File: config.mk
export PLATFORM = sky130hd
export DESIGN_NAME = keypad_scanner
export DESIGN_NICKNAME = d
export VERILOG_FILES = /design/src/rtl/keypad_scanner_pkg.sv /design/src/rtl/kp_col_strobe.sv /design/src/rtl/keypad_scanner.sv
export SDC_FILE = /design/constraint.sdc
export NUM_CORES = 1
export LEC_CHECK = 0
export ABC_AREA = 0
export CELL_PAD_IN_SITES_DETAIL_PLACEMENT = 0
export CELL_PAD_IN_SITES_GLOBAL_PLACEMENT = 2
export CORE_MARGIN = 5
export CORE_UTILIZATION = 30
export DETAILED_ROUTE_END_ITERATION = 7
export PLACE_DENSITY_LB_ADDON = 0.15
export SLEW_MARGIN = 10
export SYNTH_ARGS = -nofsm -noshare
export SYNTH_HDL_FRONTEND = slang
export SYNTH_SLANG_ARGS = --single-unit
File: constraint.sdc
create_clock -name clk -period 4.98 [get_ports clk]
set_input_delay 0.498 -clock clk [delete_from_list [all_inputs] [get_ports clk]]
set_output_delay 0.498 -clock clk [all_outputs]
set_load 0.05 [all_outputs]
File: src/rtl/keypad_scanner_pkg.sv
// rtl/keypad_scanner_pkg.sv - shared types and constants for the keypad scanner
package keypad_scanner_pkg;

    localparam int unsigned KP_ROWS = 4;
    localparam int unsigned KP_COLS = 4;
    localparam int unsigned KEY_W   = 4;

    typedef enum logic [1:0] {
        ST_IDLE,
        ST_PRESS_DEB,
        ST_HELD,
        ST_REL_DEB
    } kp_state_e;

    typedef enum logic [1:0] {
        FR_NONE,
        FR_ONE,
        FR_MULTI
    } frame_res_e;

endpackage

File: src/rtl/kp_col_strobe.sv
// rtl/kp_col_strobe.sv - column strobe generator: dwell counter and column index
module kp_col_strobe
    import keypad_scanner_pkg::*;
#(
    parameter int unsigned SCAN_DIV = 4
) (
    input  logic                        clk_i,
    input  logic                        rst_ni,
    input  logic                        en_i,
    output logic [KP_COLS-1:0]          col_o,
    output logic [$clog2(KP_COLS)-1:0]  col_idx_o,
    output logic                        sample_o,
    output logic                        last_col_o
);

    localparam int unsigned DW = $clog2(SCAN_DIV);
    localparam int unsigned CW = $clog2(KP_COLS);
    localparam logic [DW-1:0] DWELL_LAST = DW'(SCAN_DIV - 1);

    logic          run_q,   run_d;
    logic [DW-1:0] dwell_q, dwell_d;
    logic [CW-1:0] col_q,   col_d;

    // run_q lags the enable by one cycle so a park or restart lands on a clean column 0
    always_comb begin
        run_d   = en_i;
        dwell_d = dwell_q;
        col_d   = col_q;
        if (!en_i || !run_q) begin
            dwell_d = '0;
            col_d   = '0;
        end else if (dwell_q == DWELL_LAST) begin
            dwell_d = '0;
            col_d   = col_q + CW'(1);
        end else begin
            dwell_d = dwell_q + DW'(1);
        end
    end

    always_ff @(posedge clk_i or negedge rst_ni) begin
        if (!rst_ni) begin
            run_q   <= 1'b0;
            dwell_q <= '0;
            col_q   <= '0;
        end else begin
            run_q   <= run_d;
            dwell_q <= dwell_d;
            col_q   <= col_d;
        end
    end

    assign col_o      = run_q ? ~(KP_COLS'(1) << col_q) : '1;
    assign col_idx_o  = col_q;
    assign sample_o   = run_q && (dwell_q == DWELL_LAST);
    assign last_col_o = (col_q == CW'(KP_COLS - 1));

endmodule

File: src/rtl/keypad_scanner.sv
// rtl/keypad_scanner.sv - 4x4 active-low keypad scanner with frame debounce
module keypad_scanner
    import keypad_scanner_pkg::*;
#(
    parameter int unsigned SCAN_DIV       = 4,
    parameter int unsigned DEBOUNCE_SCANS = 2
) (
    input  logic               clk,
    input  logic               rst_n,
    input  logic               on_off,
    input  logic [KP_ROWS-1:0] row_in,
    output logic [KP_COLS-1:0] col_out,
    output logic [KEY_W-1:0]   key_code,
    output logic               key_valid,
    output logic               key_held,
    output logic               multi_key
);

    localparam logic [3:0] DEB_N = 4'(DEBOUNCE_SCANS);

    logic [KP_ROWS-1:0] sync1_q, sync2_q;
    logic [1:0]         col_idx;
    logic               sample, last_col;

    logic [1:0]       acc_cnt_q, acc_cnt_d;
    logic [KEY_W-1:0] acc_code_q, acc_code_d;
    kp_state_e        state_q, state_d;
    logic [3:0]       deb_q, deb_d;
    logic [KEY_W-1:0] cand_q, cand_d;
    logic [KEY_W-1:0] code_q, code_d;
    logic             valid_q, valid_d;
    logic             held_q, held_d;
    logic             multi_q, multi_d;

    logic [1:0]       col_cnt, row_first, tot_cnt;
    logic [KEY_W-1:0] tot_code;
    frame_res_e       frame_res;
    logic             frame_evt, accept;
    logic [KEY_W-1:0] accept_code;

    kp_col_strobe #(.SCAN_DIV(SCAN_DIV)) u_strobe (
        .clk_i      (clk),
        .rst_ni     (rst_n),
        .en_i       (on_off),
        .col_o      (col_out),
        .col_idx_o  (col_idx),
        .sample_o   (sample),
        .last_col_o (last_col)
    );

    // Per-column contribution merged into the running frame tally; lowest row wins
    always_comb begin
        col_cnt   = 2'd0;
        row_first = 2'd0;
        for (int r = KP_ROWS - 1; r >= 0; r--) begin
            if (!sync2_q[r]) row_first = 2'(r);
        end
        for (int r = 0; r < KP_ROWS; r++) begin
            if (!sync2_q[r] && col_cnt != 2'd2) col_cnt = col_cnt + 2'd1;
        end
        tot_cnt  = ({1'b0, acc_cnt_q} + {1'b0, col_cnt} >= 3'd2) ? 2'd2 : acc_cnt_q + col_cnt;
        tot_code = (acc_cnt_q == 2'd0) ? {row_first, col_idx} : acc_code_q;
        frame_res = (tot_cnt == 2'd0) ? FR_NONE : (tot_cnt == 2'd1) ? FR_ONE : FR_MULTI;
        frame_evt = sample && last_col;
    end

    always_comb begin
        acc_cnt_d   = acc_cnt_q;
        acc_code_d  = acc_code_q;
        state_d     = state_q;
        deb_d       = deb_q;
        cand_d      = cand_q;
        code_d      = code_q;
        valid_d     = 1'b0;
        held_d      = held_q;
        multi_d     = 1'b0;
        accept      = 1'b0;
        accept_code = cand_q;
        if (!on_off) begin
            acc_cnt_d  = 2'd0;
            acc_code_d = '0;
            state_d    = ST_IDLE;
            deb_d      = 4'd0;
            held_d     = 1'b0;
        end else if (sample) begin
            acc_cnt_d  = last_col ? 2'd0 : tot_cnt;
            acc_code_d = last_col ? '0   : tot_code;
        end
        if (on_off && frame_evt) begin
            multi_d = (frame_res == FR_MULTI);
            case (state_q)
                ST_IDLE: begin
                    if (frame_res == FR_ONE) begin
                        cand_d = tot_code;
                        deb_d  = 4'd1;
                        if (DEB_N == 4'd1) begin
                            accept      = 1'b1;
                            accept_code = tot_code;
                        end else begin
                            state_d = ST_PRESS_DEB;
                        end
                    end
                end
                ST_PRESS_DEB: begin
                    if (frame_res == FR_ONE && tot_code == cand_q) begin
                        deb_d = deb_q + 4'd1;
                        if (deb_q + 4'd1 >= DEB_N) accept = 1'b1;
                    end else if (frame_res == FR_ONE) begin
                        cand_d = tot_code;
                        deb_d  = 4'd1;
                    end else begin
                        state_d = ST_IDLE;
                        deb_d   = 4'd0;
                    end
                end
                ST_HELD: begin
                    if (frame_res == FR_NONE) begin
                        deb_d   = 4'd1;
                        state_d = ST_REL_DEB;
                        if (DEB_N == 4'd1) begin
                            held_d  = 1'b0;
                            state_d = ST_IDLE;
                            deb_d   = 4'd0;
                        end
                    end
                end
                ST_REL_DEB: begin
                    if (frame_res == FR_NONE) begin
                        deb_d = deb_q + 4'd1;
                        if (deb_q + 4'd1 >= DEB_N) begin
                            held_d  = 1'b0;
                            state_d = ST_IDLE;
                            deb_d   = 4'd0;
                        end
                    end else begin
                        state_d = ST_HELD;
                        deb_d   = 4'd0;
                    end
                end
                default: state_d = ST_IDLE;
            endcase
            if (accept) begin
                code_d  = accept_code;
                valid_d = 1'b1;
                held_d  = 1'b1;
                state_d = ST_HELD;
                deb_d   = 4'd0;
            end
        end
    end

    always_ff @(posedge clk or negedge rst_n) begin
        if (!rst_n) begin
            sync1_q    <= '1;
            sync2_q    <= '1;
            acc_cnt_q  <= 2'd0;
            acc_code_q <= '0;
            state_q    <= ST_IDLE;
            deb_q      <= 4'd0;
            cand_q     <= '0;
            code_q     <= '0;
            valid_q    <= 1'b0;
            held_q     <= 1'b0;
            multi_q    <= 1'b0;
        end else begin
            sync1_q    <= row_in;
            sync2_q    <= sync1_q;
            acc_cnt_q  <= acc_cnt_d;
            acc_code_q <= acc_code_d;
            state_q    <= state_d;
            deb_q      <= deb_d;
            cand_q     <= cand_d;
            code_q     <= code_d;
            valid_q    <= valid_d;
            held_q     <= held_d;
            multi_q    <= multi_d;
        end
    end

    assign key_code  = code_q;
    assign key_valid = valid_q;
    assign key_held  = held_q;
    assign multi_key = multi_q;

endmodule
==> run_results.csv <==
group,metric,value,unit
global_route,grt_pass1_wl,7290,µm
timing,worst_pin_slew,813,ps
detailed_routing,wirelength,4100,µm
detailed_routing,ant_nets,0,
worst_setup_path,worstReg2RegStart,"sync2_q[0]$_DFF_PN1_",
floorplan,pin_count,18,
yosys,synth-edff-count,0,
yosys,syn_inst,189,
power_and_ir_drop,cellLeakagePower,1.02,nW
floorplan,die_y,90.9,µm
yosys,yosysSeqAreaShare,0.464,
clock_tree,post_cts_buffers,0,
floorplan,rows,29,
flow_run,drv_cap,0,
final_layout,multi_input_area,973,µm²
detailed_routing,wl_met2,2030,µm
yosys,ys.flop_type,"dfrtp_1",
clock_tree,cts.sinks,36,
clock_tree,ctsHoldBuffers,0,
clock_tree,cts_tree,"done",
worst_setup_path,worstPathCellList,"inv_1, ha_1, o31ai_1, ha_1, nor2_1, xnor2_1, ha_1, fa_1, or3b_1, nor3b_1, o21ai_1, nor4_2, nand3_1, mux2_2",
worst_setup_path,crit_path_frequent_cell,"ha_1",
timing,rsz0062_at_grt,"false",
yosys,async_flop_share,1.00,
worst_setup_path,rr_worst_depth,14,
placed_design,dp_cells,276,
clock_tree,cts_max_path_buffers,2,
detailed_routing,drc_errors,0,
worst_setup_path,critPathKind,"reg -> reg",
worst_setup_path,cp_slowest_cell,"dfstp_2",
placed_design,portBuffers,17,
timing,slew_violations,0,
worst_setup_path,endpoint_kind,"flop",
final_layout,seq_area,911,µm²
detailed_routing,top_layer_used,"met4",
yosys,synth_area,1960,µm²
clock_tree,cts_max_level,2,
final_layout,fin_cells,284,
worst_setup_path,ff2ff_setup_slack,490,ps
worst_setup_path,worst_setup_path_endpoint,"key_code[3]$_DFFE_PN0P_",
detailed_routing,wire_per_inst,14.4,µm
final_layout,fin_util,0.362,
detailed_routing,met3_length,93,µm
detailed_routing,vias,1420,
power_and_ir_drop,power_density,269,nW/µm²
final_layout,num_antenna_cells,0,
power_and_ir_drop,ir_drop,0.000112,V
global_route,overflow,0,
timing,finalClockSkew,4.60,ps
placed_design,routabilityCongestion,0.830,
clock_tree,cts.clk_slew.worst_paths,70,ps
worst_setup_path,cp.arrival,4670,ps
clock_tree,cts-root-buf,"clkbuf_8",
floorplan,die_area,8260,µm²
clock_tree,clk_latency,290,ps
global_route,grt_max_degree,37,
clock_tree,cts_resized,0,
yosys,ys_types,45,
detailed_routing,wl_met1,1900,µm
global_route,antenna_found_initial,0,
timing,setup_viol,0,
clock_tree,cts_buffers,5,
worst_setup_path,cp-startpoint,"sync2_q[0]$_DFF_PN1_",
final_layout,layout_common_cells,"dfrtp_1, nand2_1, nor2_1, clkdlybuf4s50_1",
timing,period_share,0.902,
floorplan,coreArea,6350,µm²
worst_setup_path,critical_path_required,5160,ps
placed_design,dpl_cell_area,2190,µm²
placed_design,hpwl,3090,µm
final_layout,fin_area,2300,µm²
detailed_routing,drt_pass1_iterations,4,
global_route,grt_use_total,0.111,
timing,max_freq,223,MHz
detailed_routing,vias_per_cell,5.00,
yosys,avgSynthCellArea,10.4,µm²
timing,layout_min_cycle_time,4490,ps
hold_path,min_path_type,"in -> async",
detailed_routing,drt-initial-drc-count,65,
final_layout,fillCellCount,615,
floorplan,fp.dieW,90.9,µm
final_layout,final_common_cell,"dfrtp_1",
timing,hold_violations,0,
final_layout,drive_above_1_share,0.121,
floorplan,initial_core_util,0.309,
final_layout,nNetsFinal,226,
timing,tns,0,ps
worst_setup_path,path_max_fanout,7,
worst_setup_path,cp_slowest_stage_delay,530,ps
global_route,grt_pass1_vias,1451,
yosys,ys_ff_latch,36,
status,status,"finished, final reports clean",
final_layout,syn2layout_area_growth,17.1,%
timing,slew_headroom,0.458,
worst_setup_path,r2r_end,"key_code[3]$_DFFE_PN0P_",
yosys,ys_warn_count,0,
worst_setup_path,crit_path_start_kind,"flop",
yosys,synth_nets,209,
-- stage by stage --
stage / power (mW) / hold slack, ps / setup slack [ps]
CTS: 0.629 / 344 / 483
global route: 0.654 / 359 / 209
detailed placement: 0.372 / 347 / 527
floorplan: 0.350 / 202 / 1040
finish: 0.618 / 298 / 487
global placement: 0.372 / 346 / 697
-- final cells by class --
type	count	share of cell area
Clock buffer	6	0.0316
Clock inverter	2	0.0152
Inverter	12	0.0196
Multi-Input combinational cell	134	0.424
Sequential cell	36	0.396
Tap cell	77	0.0419
Timing Repair Buffer	17	0.0719
-- registers in the layout, indices dropped and copies added, names as in the netlist --
| register | count |
|---|---|
| acc_cnt_q | 2 |
| acc_code_q | 4 |
| accept_code | 4 |
| deb_q | 4 |
| key_code | 4 |
| key_held | 1 |
| key_valid | 1 |
| multi_key | 1 |
| state_q | 2 |
| sync1_q | 4 |
| sync2_q | 4 |
| u_strobe.col_idx_o | 2 |
| u_strobe.dwell_q | 2 |
| u_strobe.run_q | 1 |
-- routing by layer --
layer	vias up	global-route usage
met5	-	0
met4	0	0.0452
met3	7	0.0283
met2	16	0.179
met1	707	0.139
li1	690	-
-- worst max-delay path, delay by kind of cell (launching register included) --
kind                       cells  cell delay (ps)
and+or+nand+nor                5             1570
adders and majority gates      4             1140
DFF                            1              530
AOI/OAI and AO/OA              2              510
muxes                          1              350
xor gates and xnor gates       1              180
buffers and inverters          1              100
-- Yosys cell counts (2+ instances only) --
cell type | n | area, µm²
dfrtp_1 | 28 | 701
nand2_1 | 20 | 75.1
nor2_1 | 16 | 60.1
ha_1 | 12 | 150
inv_1 | 12 | 45.0
o21ai_0 | 10 | 50.1
dfstp_2 | 8 | 210
a21oi_1 | 7 | 35.0
clkbuf_1 | 6 | 22.5
nor3_1 | 6 | 30.0
xnor2_1 | 6 | 52.6
mux2i_1 | 5 | 50.1
mux2_2 | 4 | 45.0
a21boi_0 | 3 | 22.5
and2_1 | 3 | 18.8
and3_1 | 3 | 18.8
nand3_1 | 3 | 15.0
or3b_1 | 3 | 26.3
a211o_1 | 2 | 17.5
a22o_1 | 2 | 17.5
and4_1 | 2 | 17.5
nand2b_1 | 2 | 12.5
nand4_1 | 2 | 12.5
nor4_1 | 2 | 12.5
xor2_1 | 2 | 17.5
-- how the worst min path moves through the flow --
stage	startpoint	end	slack, ps	cells past startpoint
2_1_floorplan	rst_n	acc_cnt_q[0]$_DFFE_PN0P_	200	0
3_3_place_gp	sync1_q[3]$_DFF_PN1_	sync2_q[3]$_DFF_PN1_	350	0
3_5_place_dp	sync1_q[3]$_DFF_PN1_	sync2_q[3]$_DFF_PN1_	350	0
4_1_cts	rst_n	deb_q[2]$_DFF_PN0_	340	1
5_1_grt	sync1_q[0]$_DFF_PN1_	sync2_q[0]$_DFF_PN1_	360	0
6_report	rst_n	deb_q[2]$_DFF_PN0_	300	1
-- kinds of logic after synthesis --
kind of cell             after synthesis  synth area share
AO/OA/AOI/OAI                         36             0.144
XOR/XNOR                               8            0.0357
adder cells (fa/ha/maj)               13            0.0867
buffers and inverters                 19            0.0402
flip-flops                            36             0.464
multiplexers                          10            0.0561
AND/OR/NAND/NOR                       67             0.173
-- where the power goes --
group,leakage (nW),total [mW],switching (mW),internal [mW]
clock network,0.0552,0.251,0.103,0.149
logic,0.512,0.0634,0.0390,0.0244
registers,0.456,0.303,0.00371,0.300
(Power assumes the default switching activity.)
